`src/rtl/vga_pkg.sv`:
```
// vga_pkg: shared VGA timing defaults, channel width and 3-bit {R,G,B} colour codes
package vga_pkg;
  localparam int H_ACTIVE = 640;
  localparam int H_FP = 16;
  localparam int H_SYNC = 96;
  localparam int H_BP = 48;
  localparam int H_TOTAL = H_ACTIVE + H_FP + H_SYNC + H_BP;
  localparam int H_SYNC_START = H_ACTIVE + H_FP;
  localparam int H_SYNC_END = H_SYNC_START + H_SYNC;
  localparam int V_ACTIVE = 480;
  localparam int V_FP = 10;
  localparam int V_SYNC = 2;
  localparam int V_BP = 33;
  localparam int V_TOTAL = V_ACTIVE + V_FP + V_SYNC + V_BP;
  localparam int V_SYNC_START = V_ACTIVE + V_FP;
  localparam int V_SYNC_END = V_SYNC_START + V_SYNC;
  localparam int COLOUR_W = 10;
  typedef enum logic [2:0] {
    BLACK   = 3'b000,
    BLUE    = 3'b001,
    GREEN   = 3'b010,
    CYAN    = 3'b011,
    RED     = 3'b100,
    MAGENTA = 3'b101,
    YELLOW  = 3'b110,
    WHITE   = 3'b111
  } colour_e;
endpackage

```
`src/rtl/vga_fb_scanout_if.sv`:
```
// vga_fb_scanout_if: frame-buffer read port between the scan-out (master) and the RAM (slave)
interface vga_fb_scanout_if #(
  parameter int ADDR_W = 17,
  parameter int BPC = 1
);
  logic [ADDR_W-1:0] rd_addr;
  logic [3*BPC-1:0] rd_data;
  modport master (output rd_addr, input rd_data);
  modport slave (input rd_addr, output rd_data);
endinterface

```
`src/rtl/vga_timing_gen.sv`:
```
// vga_timing_gen: pixel-enable phase, h/v counters, raw active-low syncs, active flag and frame_start pulse
module vga_timing_gen import vga_pkg::*; #(
  parameter int H_ACTIVE = vga_pkg::H_ACTIVE,
  parameter int H_FP = vga_pkg::H_FP,
  parameter int H_SYNC = vga_pkg::H_SYNC,
  parameter int H_BP = vga_pkg::H_BP,
  parameter int V_ACTIVE = vga_pkg::V_ACTIVE,
  parameter int V_FP = vga_pkg::V_FP,
  parameter int V_SYNC = vga_pkg::V_SYNC,
  parameter int V_BP = vga_pkg::V_BP
) (
  input  logic       clk,
  input  logic       resetn,
  output logic       pix_en_o,
  output logic [9:0] h_o,
  output logic [9:0] v_o,
  output logic       hs_n_o,
  output logic       vs_n_o,
  output logic       active_o,
  output logic       frame_start_o
);
  localparam logic [9:0] H_LAST = 10'(H_ACTIVE + H_FP + H_SYNC + H_BP - 1);
  localparam logic [9:0] V_LAST = 10'(V_ACTIVE + V_FP + V_SYNC + V_BP - 1);
  localparam logic [9:0] H_ACT = 10'(H_ACTIVE);
  localparam logic [9:0] V_ACT = 10'(V_ACTIVE);
  localparam logic [9:0] H_SS = 10'(H_ACTIVE + H_FP);
  localparam logic [9:0] H_SE = 10'(H_ACTIVE + H_FP + H_SYNC);
  localparam logic [9:0] V_SS = 10'(V_ACTIVE + V_FP);
  localparam logic [9:0] V_SE = 10'(V_ACTIVE + V_FP + V_SYNC);
  logic       pix_en_q, fs_q;
  logic [9:0] h_q, v_q, h_d, v_d;
  // h wraps at the end of the line and only then steps v, which wraps at the end of the frame
  always_comb begin
    h_d = h_q == H_LAST ? 10'd0 : h_q + 10'd1;
    v_d = h_q != H_LAST ? v_q : v_q == V_LAST ? 10'd0 : v_q + 10'd1;
  end
  // pix_en alternates every clk; counters move on pixel ticks; frame_start is one clk wide on tick (0,0)
  always_ff @(posedge clk or negedge resetn)
    if (!resetn) begin
      pix_en_q <= 1'b0;
      fs_q <= 1'b0;
      h_q <= '0;
      v_q <= '0;
    end else begin
      pix_en_q <= !pix_en_q;
      fs_q <= pix_en_q && h_q == '0 && v_q == '0;
      if (pix_en_q) begin
        h_q <= h_d;
        v_q <= v_d;
      end
    end
  assign pix_en_o = pix_en_q;
  assign h_o = h_q;
  assign v_o = v_q;
  assign hs_n_o = !(h_q >= H_SS && h_q < H_SE);
  assign vs_n_o = !(v_q >= V_SS && v_q < V_SE);
  assign active_o = h_q < H_ACT && v_q < V_ACT;
  assign frame_start_o = fs_q;
endmodule

```
`src/rtl/vga_fb_scanout.sv`:
```
// vga_fb_scanout: frame-buffer read side; VGA timing, scaled read addresses and data/sync-aligned pins.
// Optional VGA_FB_SCANOUT_TESTPATTERN_EN adds a test_mode input that swaps RAM data for 8 colour bars.
module vga_fb_scanout import vga_pkg::*; #(
  parameter int H_ACTIVE = vga_pkg::H_ACTIVE,
  parameter int H_FP = vga_pkg::H_FP,
  parameter int H_SYNC = vga_pkg::H_SYNC,
  parameter int H_BP = vga_pkg::H_BP,
  parameter int V_ACTIVE = vga_pkg::V_ACTIVE,
  parameter int V_FP = vga_pkg::V_FP,
  parameter int V_SYNC = vga_pkg::V_SYNC,
  parameter int V_BP = vga_pkg::V_BP,
  parameter int SCALE_SHIFT = 1,
  parameter int BITS_PER_COLOUR = 1,
  parameter int ADDR_W = 17
) (
  input  logic                clk,
  input  logic                resetn,
  vga_fb_scanout_if.master    fb,
  output logic                frame_start,
`ifdef VGA_FB_SCANOUT_TESTPATTERN_EN
  input  logic                test_mode,
`endif
  output logic                VGA_CLK,
  output logic                VGA_HS,
  output logic                VGA_VS,
  output logic                VGA_BLANK_N,
  output logic                VGA_SYNC_N,
  output logic [COLOUR_W-1:0] VGA_R,
  output logic [COLOUR_W-1:0] VGA_G,
  output logic [COLOUR_W-1:0] VGA_B
);
  localparam int BPC = BITS_PER_COLOUR;
  logic              pix_en, hs_n, vs_n, active;
  logic [9:0]        h, v;
  logic [ADDR_W-1:0] addr_d, rd_addr_q;
  logic              hs0_q, vs0_q, act0_q, hs_q, vs_q, blank_n_q;
  logic [3*BPC-1:0]  pix_d, rgb_q;
  vga_timing_gen #(
    .H_ACTIVE(H_ACTIVE), .H_FP(H_FP), .H_SYNC(H_SYNC), .H_BP(H_BP),
    .V_ACTIVE(V_ACTIVE), .V_FP(V_FP), .V_SYNC(V_SYNC), .V_BP(V_BP)
  ) u_timing (
    .clk(clk),
    .resetn(resetn),
    .pix_en_o(pix_en),
    .h_o(h),
    .v_o(v),
    .hs_n_o(hs_n),
    .vs_n_o(vs_n),
    .active_o(active),
    .frame_start_o(frame_start)
  );
  // each stored pixel covers a 2^SCALE_SHIFT square of screen pixels
  always_comb addr_d = ADDR_W'(v >> SCALE_SHIFT) * ADDR_W'(H_ACTIVE >> SCALE_SHIFT) + ADDR_W'(h >> SCALE_SHIFT);
`ifdef VGA_FB_SCANOUT_TESTPATTERN_EN
  logic    tm0_q;
  colour_e bar0_q;
  logic [2:0] bar_d;
  assign bar_d = 3'(32'(h) / (H_ACTIVE / 8));
  // colour bar and mode ride alongside the read so they land on the same pixel as the RAM data
  always_ff @(posedge clk or negedge resetn)
    if (!resetn) begin
      tm0_q <= 1'b0;
      bar0_q <= BLACK;
    end else if (pix_en) begin
      tm0_q <= test_mode;
      bar0_q <= colour_e'(bar_d);
    end
  assign pix_d = !act0_q ? '0 : tm0_q ? {{BPC{bar0_q[2]}}, {BPC{bar0_q[1]}}, {BPC{bar0_q[0]}}} : fb.rd_data;
`else
  assign pix_d = act0_q ? fb.rd_data : '0;
`endif
  // stage 0 issues the read and delays raw sync/active; stage 1 captures RAM data together with them
  always_ff @(posedge clk or negedge resetn)
    if (!resetn) begin
      rd_addr_q <= '0;
      hs0_q <= 1'b1;
      vs0_q <= 1'b1;
      act0_q <= 1'b0;
      hs_q <= 1'b1;
      vs_q <= 1'b1;
      blank_n_q <= 1'b0;
      rgb_q <= '0;
    end else if (pix_en) begin
      if (active) rd_addr_q <= addr_d;
      hs0_q <= hs_n;
      vs0_q <= vs_n;
      act0_q <= active;
      hs_q <= hs0_q;
      vs_q <= vs0_q;
      blank_n_q <= act0_q;
      rgb_q <= pix_d;
    end
  // channel bits are repeated MSB-first until the 10-bit DAC word is full
  for (genvar i = 0; i < COLOUR_W; i++) begin : g_exp
    assign VGA_R[COLOUR_W-1-i] = rgb_q[3*BPC-1-(i%BPC)];
    assign VGA_G[COLOUR_W-1-i] = rgb_q[2*BPC-1-(i%BPC)];
    assign VGA_B[COLOUR_W-1-i] = rgb_q[BPC-1-(i%BPC)];
  end
  assign fb.rd_addr = rd_addr_q;
  assign VGA_CLK = pix_en;
  assign VGA_HS = hs_q;
  assign VGA_VS = vs_q;
  assign VGA_BLANK_N = blank_n_q;
  assign VGA_SYNC_N = 1'b0;
endmodule

```
`src/flat_wrapper.sv`:
```
// flat-port wrapper written by rule: the top's interface ports become plain ports
module vga_fb_scanout_flat import vga_pkg::*;
#(
  parameter int H_ACTIVE = vga_pkg::H_ACTIVE,
  parameter int H_FP = vga_pkg::H_FP,
  parameter int H_SYNC = vga_pkg::H_SYNC,
  parameter int H_BP = vga_pkg::H_BP,
  parameter int V_ACTIVE = vga_pkg::V_ACTIVE,
  parameter int V_FP = vga_pkg::V_FP,
  parameter int V_SYNC = vga_pkg::V_SYNC,
  parameter int V_BP = vga_pkg::V_BP,
  parameter int SCALE_SHIFT = 1,
  parameter int BITS_PER_COLOUR = 1,
  parameter int ADDR_W = 17
)
  (clk, resetn, frame_start, VGA_CLK, VGA_HS, VGA_VS, VGA_BLANK_N, VGA_SYNC_N, VGA_R, VGA_G, VGA_B, fb_rd_addr, fb_rd_data);
  vga_fb_scanout_if #(.ADDR_W(ADDR_W), .BPC(1)) fb_i ();
  input  logic clk;
  input  logic resetn;
  output logic frame_start;
  output logic VGA_CLK;
  output logic VGA_HS;
  output logic VGA_VS;
  output logic VGA_BLANK_N;
  output logic VGA_SYNC_N;
  output logic [COLOUR_W-1:0] VGA_R;
  output logic [COLOUR_W-1:0] VGA_G;
  output logic [COLOUR_W-1:0] VGA_B;
  output wire logic [$bits(fb_i.rd_addr)-1:0] fb_rd_addr;
  input wire logic [$bits(fb_i.rd_data)-1:0] fb_rd_data;
  assign fb_rd_addr = fb_i.rd_addr;
  assign fb_i.rd_data = fb_rd_data;
  vga_fb_scanout #(.H_ACTIVE(H_ACTIVE), .H_FP(H_FP), .H_SYNC(H_SYNC), .H_BP(H_BP), .V_ACTIVE(V_ACTIVE), .V_FP(V_FP), .V_SYNC(V_SYNC), .V_BP(V_BP), .SCALE_SHIFT(SCALE_SHIFT), .BITS_PER_COLOUR(BITS_PER_COLOUR), .ADDR_W(ADDR_W)) u_core (.clk(clk), .resetn(resetn), .fb(fb_i), .frame_start(frame_start), .VGA_CLK(VGA_CLK), .VGA_HS(VGA_HS), .VGA_VS(VGA_VS), .VGA_BLANK_N(VGA_BLANK_N), .VGA_SYNC_N(VGA_SYNC_N), .VGA_R(VGA_R), .VGA_G(VGA_G), .VGA_B(VGA_B));
endmodule
```
`config.mk`:
```
export PLATFORM = sky130hd
export DESIGN_NAME = vga_fb_scanout_flat
export DESIGN_NICKNAME = d
export VERILOG_FILES = /design/src/rtl/vga_pkg.sv /design/src/rtl/vga_fb_scanout_if.sv /design/src/rtl/vga_timing_gen.sv /design/src/rtl/vga_fb_scanout.sv /design/src/flat_wrapper.sv
export SDC_FILE = /design/constraint.sdc
export NUM_CORES = 1
export LEC_CHECK = 0
export CORE_ASPECT_RATIO = 1.75
export CORE_MARGIN = 5
export CORE_UTILIZATION = 50
export CTS_CLUSTER_DIAMETER = 40
export DETAILED_ROUTE_END_ITERATION = 8
export HOLD_SLACK_MARGIN = 0.08
export PLACE_DENSITY_LB_ADDON = 0.12
export SLEW_MARGIN = 20
export SYNTH_ARGS = -nofsm -noshare
export SYNTH_HDL_FRONTEND = slang
export SYNTH_SLANG_ARGS = --single-unit
```
`constraint.sdc`:
```
create_clock -name clk -period 3.1 [get_ports clk]
set_input_delay 0.775 -clock clk [delete_from_list [all_inputs] [get_ports clk]]
set_output_delay 0.775 -clock clk [all_outputs]
set_load 0.05 [all_outputs]
```
# Yosys cells after proc, flatten, opt, wreduce, memory -nomap -nowiden
# Index checks and enable logic that the tools add are counted.
[totals] input_bits=5 wordCells=41 ram_bits=0 latchBits=0 regBits=48 rom_bits=0 n_memories=0
[op_classes] n_bitwise=1 addsub=3 n_reduce_logical=12 n_mux=3 shift=0 magnitude_cmp=6 multipliers=1 eq_ne=3 div=0
[ops] op="$add 10x1->10 const B" n=2
[ops] op="$eq 10x10->1 const B" n=2
[ops] op="$logic_not 10->1" n=2
[ops] op="$lt 10x10->1 const B" n=2
[ops] op="$lt 10x9->1 const B" n=2
[ops] op="$mux 10" n=2
[ops] op="$add 17x9->17" n=1
[ops] op="$mul 9x3->11 const B" n=1
[ops] op="$ge 10x10->1 const B" n=1
[ops] op="$ge 10x9->1 const B" n=1
[ops] op="$ne 10x10->1 const B" n=1
[ops] op="$logic_and 1x1->1" n=5
[ops] op="$reduce_and 2->1" n=2
[ops] op="$logic_not 1->1" n=3
[ops] op="$mux 3" n=1
[ops] op="$not 1->1" n=1

# Longest topological paths before layout
[logic_depth] ltp_word=3 mapped_depth=9

# Hierarchy
# A second synthesis with hierarchy kept.
[unflattened] hier_cells=304 hier_area_um2=3032.9
[modules_own_cells] mod="vga_fb_scanout" cells_each=179 seq_area_each_um2=655.6 area_each_um2=1816.7 n_inst=1
[modules_own_cells] mod="vga_timing_gen" cells_each=125 seq_area_each_um2=550.5 area_each_um2=1216.2 n_inst=1

# Worst setup path before layout
# Ideal clock, no wire load.
[synth_path] path_kind="register -> register" start="reg u_core.u_timing.v_q[2], in the netlist u_core.u_timing.v_o[2]" end="reg u_core.rd_addr_q[16], in the netlist u_core.fb.rd_addr[16]" path_slack_ns=0.513 synth_period_minus_slack_ns=2.587 path_stages_with_launch=10 required_ns=3.024 n_path_buf=0 setup_time_ns=0.076 arrival_time_ns=2.510 cell_sequence="dfrtp_1 -> ha_1 -> ha_1 -> fa_1 -> a211oi_2 -> nor2_1 -> o311ai_1 -> nand4_1 -> xor2_1 -> o21ai_1"
[synth_between] elab_chain_cells=3 elab_cells_between_ends=5 classes_between="1 x add/sub; 1 x mul; 1 x order compare; 2 x reduce/logical"
[synth_rtl] item="start, declared" line_no="vga_timing_gen.sv:31" source="logic [9:0] h_q, v_q, h_d, v_d;"
[synth_rtl] item="start signal, assigned" line_no="vga_timing_gen.sv:49" source="v_q <= v_d;"
[synth_rtl] item="parallel branches: the longest is 3 deep, another holds $add 17x9->17"
[synth_rtl] item="end signal, assigned" line_no="vga_fb_scanout.sv:84" source="if (active) rd_addr_q <= addr_d;"
[synth_rtl] item="end, declared" line_no="vga_fb_scanout.sv:35" source="logic [ADDR_W-1:0] addr_d, rd_addr_q;"
# Several ways; the timed one is not identified.
# A chain may end at the register's enable or synchronous reset.

# Final worst setup path
# Ends and elaborated chain as after synthesis.

==> metrics.yaml <==
hp-class: "input port to asynchronous set/reset pin"
ir_drop_uv: 226.4
ys_top_cells_by_area: "dfrtp_1 (37%), ha_1 (9.2%), buf_4 (7.3%), dfstp_2 (3.5%), o21ai_1 (3.5%)"
gr-total-overflow: 0
h-tree-depth: 2
syn_inst: 303
maxSlewViolCount: 0
clock_skew_ns: 0.01431
leakage_nw: 1.541
gp_congestion: 0.8325
synth_nets: 332
die_h_microns: 112.1
antenna_found_initial: 0
root_buffer: "clkbuf_8"
fmaxAchievable_ghz: 0.3539
antenna_cells: 0
final_layout_size_suffix_gt1_frac: 0.09581
path_class: "flip-flop to flip-flop"
fin_hold_ws_ns: 0.3792
finalHoldViolCount: 0
cpPeakStageDelay_ns: 0.49
layoutNonFillerInstCount: 412
synth.top_cell.area_share: 0.3696
grtUsageTotal: 0.1783
grt_max_degree: 32
totalWireLength_microns: 6123
dp.cells: 404
initial_core_util: 0.5107
synth.avg_cell_area_sq_um: 9.832
drt_first_iter_violations: 83
clkLatencyLatePin_ns: 0.31
numClockSinks: 48
path_cells: "ha_1 -> ha_1 -> fa_1 -> a211oi_2 -> nor2_1 -> o311ai_1 -> nand4_1 -> xor2_1 -> o21ai_1"
dr.pass1.iters: 4
final_core_util: 0.6032
num_rows: 37
area_growth_pct: 18.10
dp_hpwl_microns: 4858
ys.warnings.count: 0
syn_area_sq_um: 2979
grt_pass1_wl_microns: 10480
die-area_sq_um: 7663
nets: 362
post_cts_resized: 0
cellPowerDensity_nw_per_um2: 333.5
fin_crit_sh: 0.9116
arrival_ns: 3.06
crit_slowest_cell: "dfrtp_1"
chipWidth_microns: 68.35
endpoint_kind: "flip-flop"
clockBufferDepth: 2
drc_errors: 0
cts_tree: "yes"
crit_buf_inv: 0
setup_tns_ns: 0
worst_pin_slew_ns: 0.5220
io_pins: 58
numCtsBuffers: 5
synth_edf_count: 0
ys_ff_latch: 48
via_per_inst: 5.279
relSlewSlack: 0.6509
path_max_fanout: 9
grt_pass1_vias: 2133
port_buffers: 56
cp-start-kind: "flip-flop"
drt.antenna.violating_nets: 0
path_common_cell: "ha_1"
setup_viol: 0
crit_required_ns: 3.34
crit_family: "adder cells"
holdBufCountCts: 0
rsz0062_at_grt: "false"
post_cts_buffers: 0
ys_dominant_reg_cell: "dfrtp_1"
outcome: "completed"
async_flop_share: 1.000
period_needed_ns: 2.826
wl_per_cell_microns: 14.86
vias: 2175
clk_transition_reported_paths_ns: 0.09
yosys.area.top_type: "dfrtp_1"
yosysSeqAreaShare: 0.4049
core_sq_um: 5833
maxCapViolations: 0
synth.distinct_cells: 57
-- kinds of logic after synthesis --
logic type / after synthesis / synth area share
AOI/OAI and AO/OA: 50 / 0.1033
other: 1 / 0.001259
DFF: 48 / 0.4049
xor gates and xnor gates: 21 / 0.06174
muxes: 9 / 0.03402
and+or+nand+nor: 97 / 0.1844
buffers and inverters: 53 / 0.1046
adders and majority gates: 24 / 0.1058
-- cell usage in the layout, fill, tap and decap left out, types with 2 or more instances in the layout --
master           synthesis  layout
nand2_1                 27      27
nand3_1                 10      10
nand2b_1                 2       2
dfrtp_1                 44      44
xnor2_1                 11      11
o21ai_0                  7       7
ha_1                    22      22
mux2_1                   6       6
clkdlybuf4s50_1          0      55
or4_1                    2       2
fa_1                     2       2
mux2_2                   3       3
and3_1                   3       3
nor2_1                  20      20
dfstp_2                  4       4
nor3b_1                  2       2
clkbuf_8                 0       7
inv_1                   13      13
buf_4                   29       6
o21ai_1                 21      21
nor4_1                   2       2
nor3_1                   3       3
nand4_1                  7       7
o31ai_1                  4       4
nor2b_1                  2       2
a21oi_1                  6       6
nand4b_1                 2       2
xor2_1                  10      10
nor4_2                   2       2
-- worst reg2reg max path, stage by stage, from the launching register on --
cell      delay (ns)
dfrtp_1         0.49
ha_1            0.33
ha_1            0.22
fa_1            0.41
a211oi_2        0.30
nor2_1          0.12
o311ai_1        0.41
nand4_1         0.17
xor2_1          0.19
o21ai_1         0.12
-- area by class of cell --
class                   instances  area [sq um]
well taps                      78         97.59
multi-input cells             202          1461
repair buffers                 62         600.6
flip-flops and latches         48          1206
clock buffers                   8         100.1
inverters                      14         52.55
fillers                       542          2315
-- path summary, 6_finish.rpt --
kind | start | end | slack, ns | depth (start not counted)
min in group clk | u_core.vs0_q | u_core.vs0_q | 0.49 | 2
worst max register to register | u_core.u_timing.v_o[2] | u_core.fb.rd_addr[16] | 0.27 | 9
worst min register to register | u_core.vs0_q | u_core.vs0_q | 0.49 | 2
worst max-delay path | u_core.u_timing.v_o[2] | u_core.fb.rd_addr[16] | 0.27 | 9
worst min-delay path | resetn | u_core.u_timing.h_o[7] | 0.38 | 1
max in group asynchronous | resetn | u_core.hs0_q | 1.94 | 2
-- power by group --
group          leakage (nW)  total (mW)  internal [mW]  switching, mW
Clock                0.0515       0.406          0.204          0.203
Combinational         0.878       0.134         0.0379         0.0965
Sequential            0.611       0.633          0.628        0.00486
Total                  1.54        1.17          0.869          0.304
-- through the flow --
step / setup WS (ns) / power (mW) / area (sq um)
after global routing: 0.09421 / 1.225 / 3518
final: 0.2741 / 1.173 / 3518
after global placement: 0.3815 / 0.7808 / 3418
after detailed placement: 0.2731 / 0.7813 / 3418
after CTS: 0.2471 / 1.189 / 3518
after floorplan: 0.5134 / 0.7503 / 2979
-- registers in the layout, indices dropped and copies added, names as in the netlist --
register and flops:
u_core.rgb_q 3, u_core.VGA_VS 1, u_core.u_timing.v_o 10, u_core.act0_q 1, u_core.u_timing.frame_start_o 1, u_core.fb.rd_addr 17
u_core.vs0_q 1, u_core.u_timing.pix_en_o 1, u_core.VGA_HS 1, u_core.u_timing.h_o 10, u_core.hs0_q 1, u_core.VGA_BLANK_N 1
-- layer usage --
layer  share of wire  wire length [microns]  global-route usage  up-vias
met5               0                      0                   0        -
met4           0.024                    146             0.07039        0
met3           0.046                    284             0.03003       10
met2            0.56                   3451              0.3241       54
met1            0.37                   2240              0.1960     1033
li1                -                      -                   -     1078
-- synthesized netlist by cell type, drive strengths merged, types with 2 or more instances --
library cell  number
mux2               9
and3               4
dfstp              4
nor3               4
nor2b              2
o21ai             28
nor2              21
nand2b             2
xor2              10
xnor2             11
ha                22
clkbuf             6
and2               2
nand3             10
buf               33
nand4              9
a21oi              6
fa                 2
o31ai              4
nand2             27
nand4b             2
or4                2
nor3b              2
dfrtp             44
nor4               5
inv               14
Power figures use the tool's default switching activity.
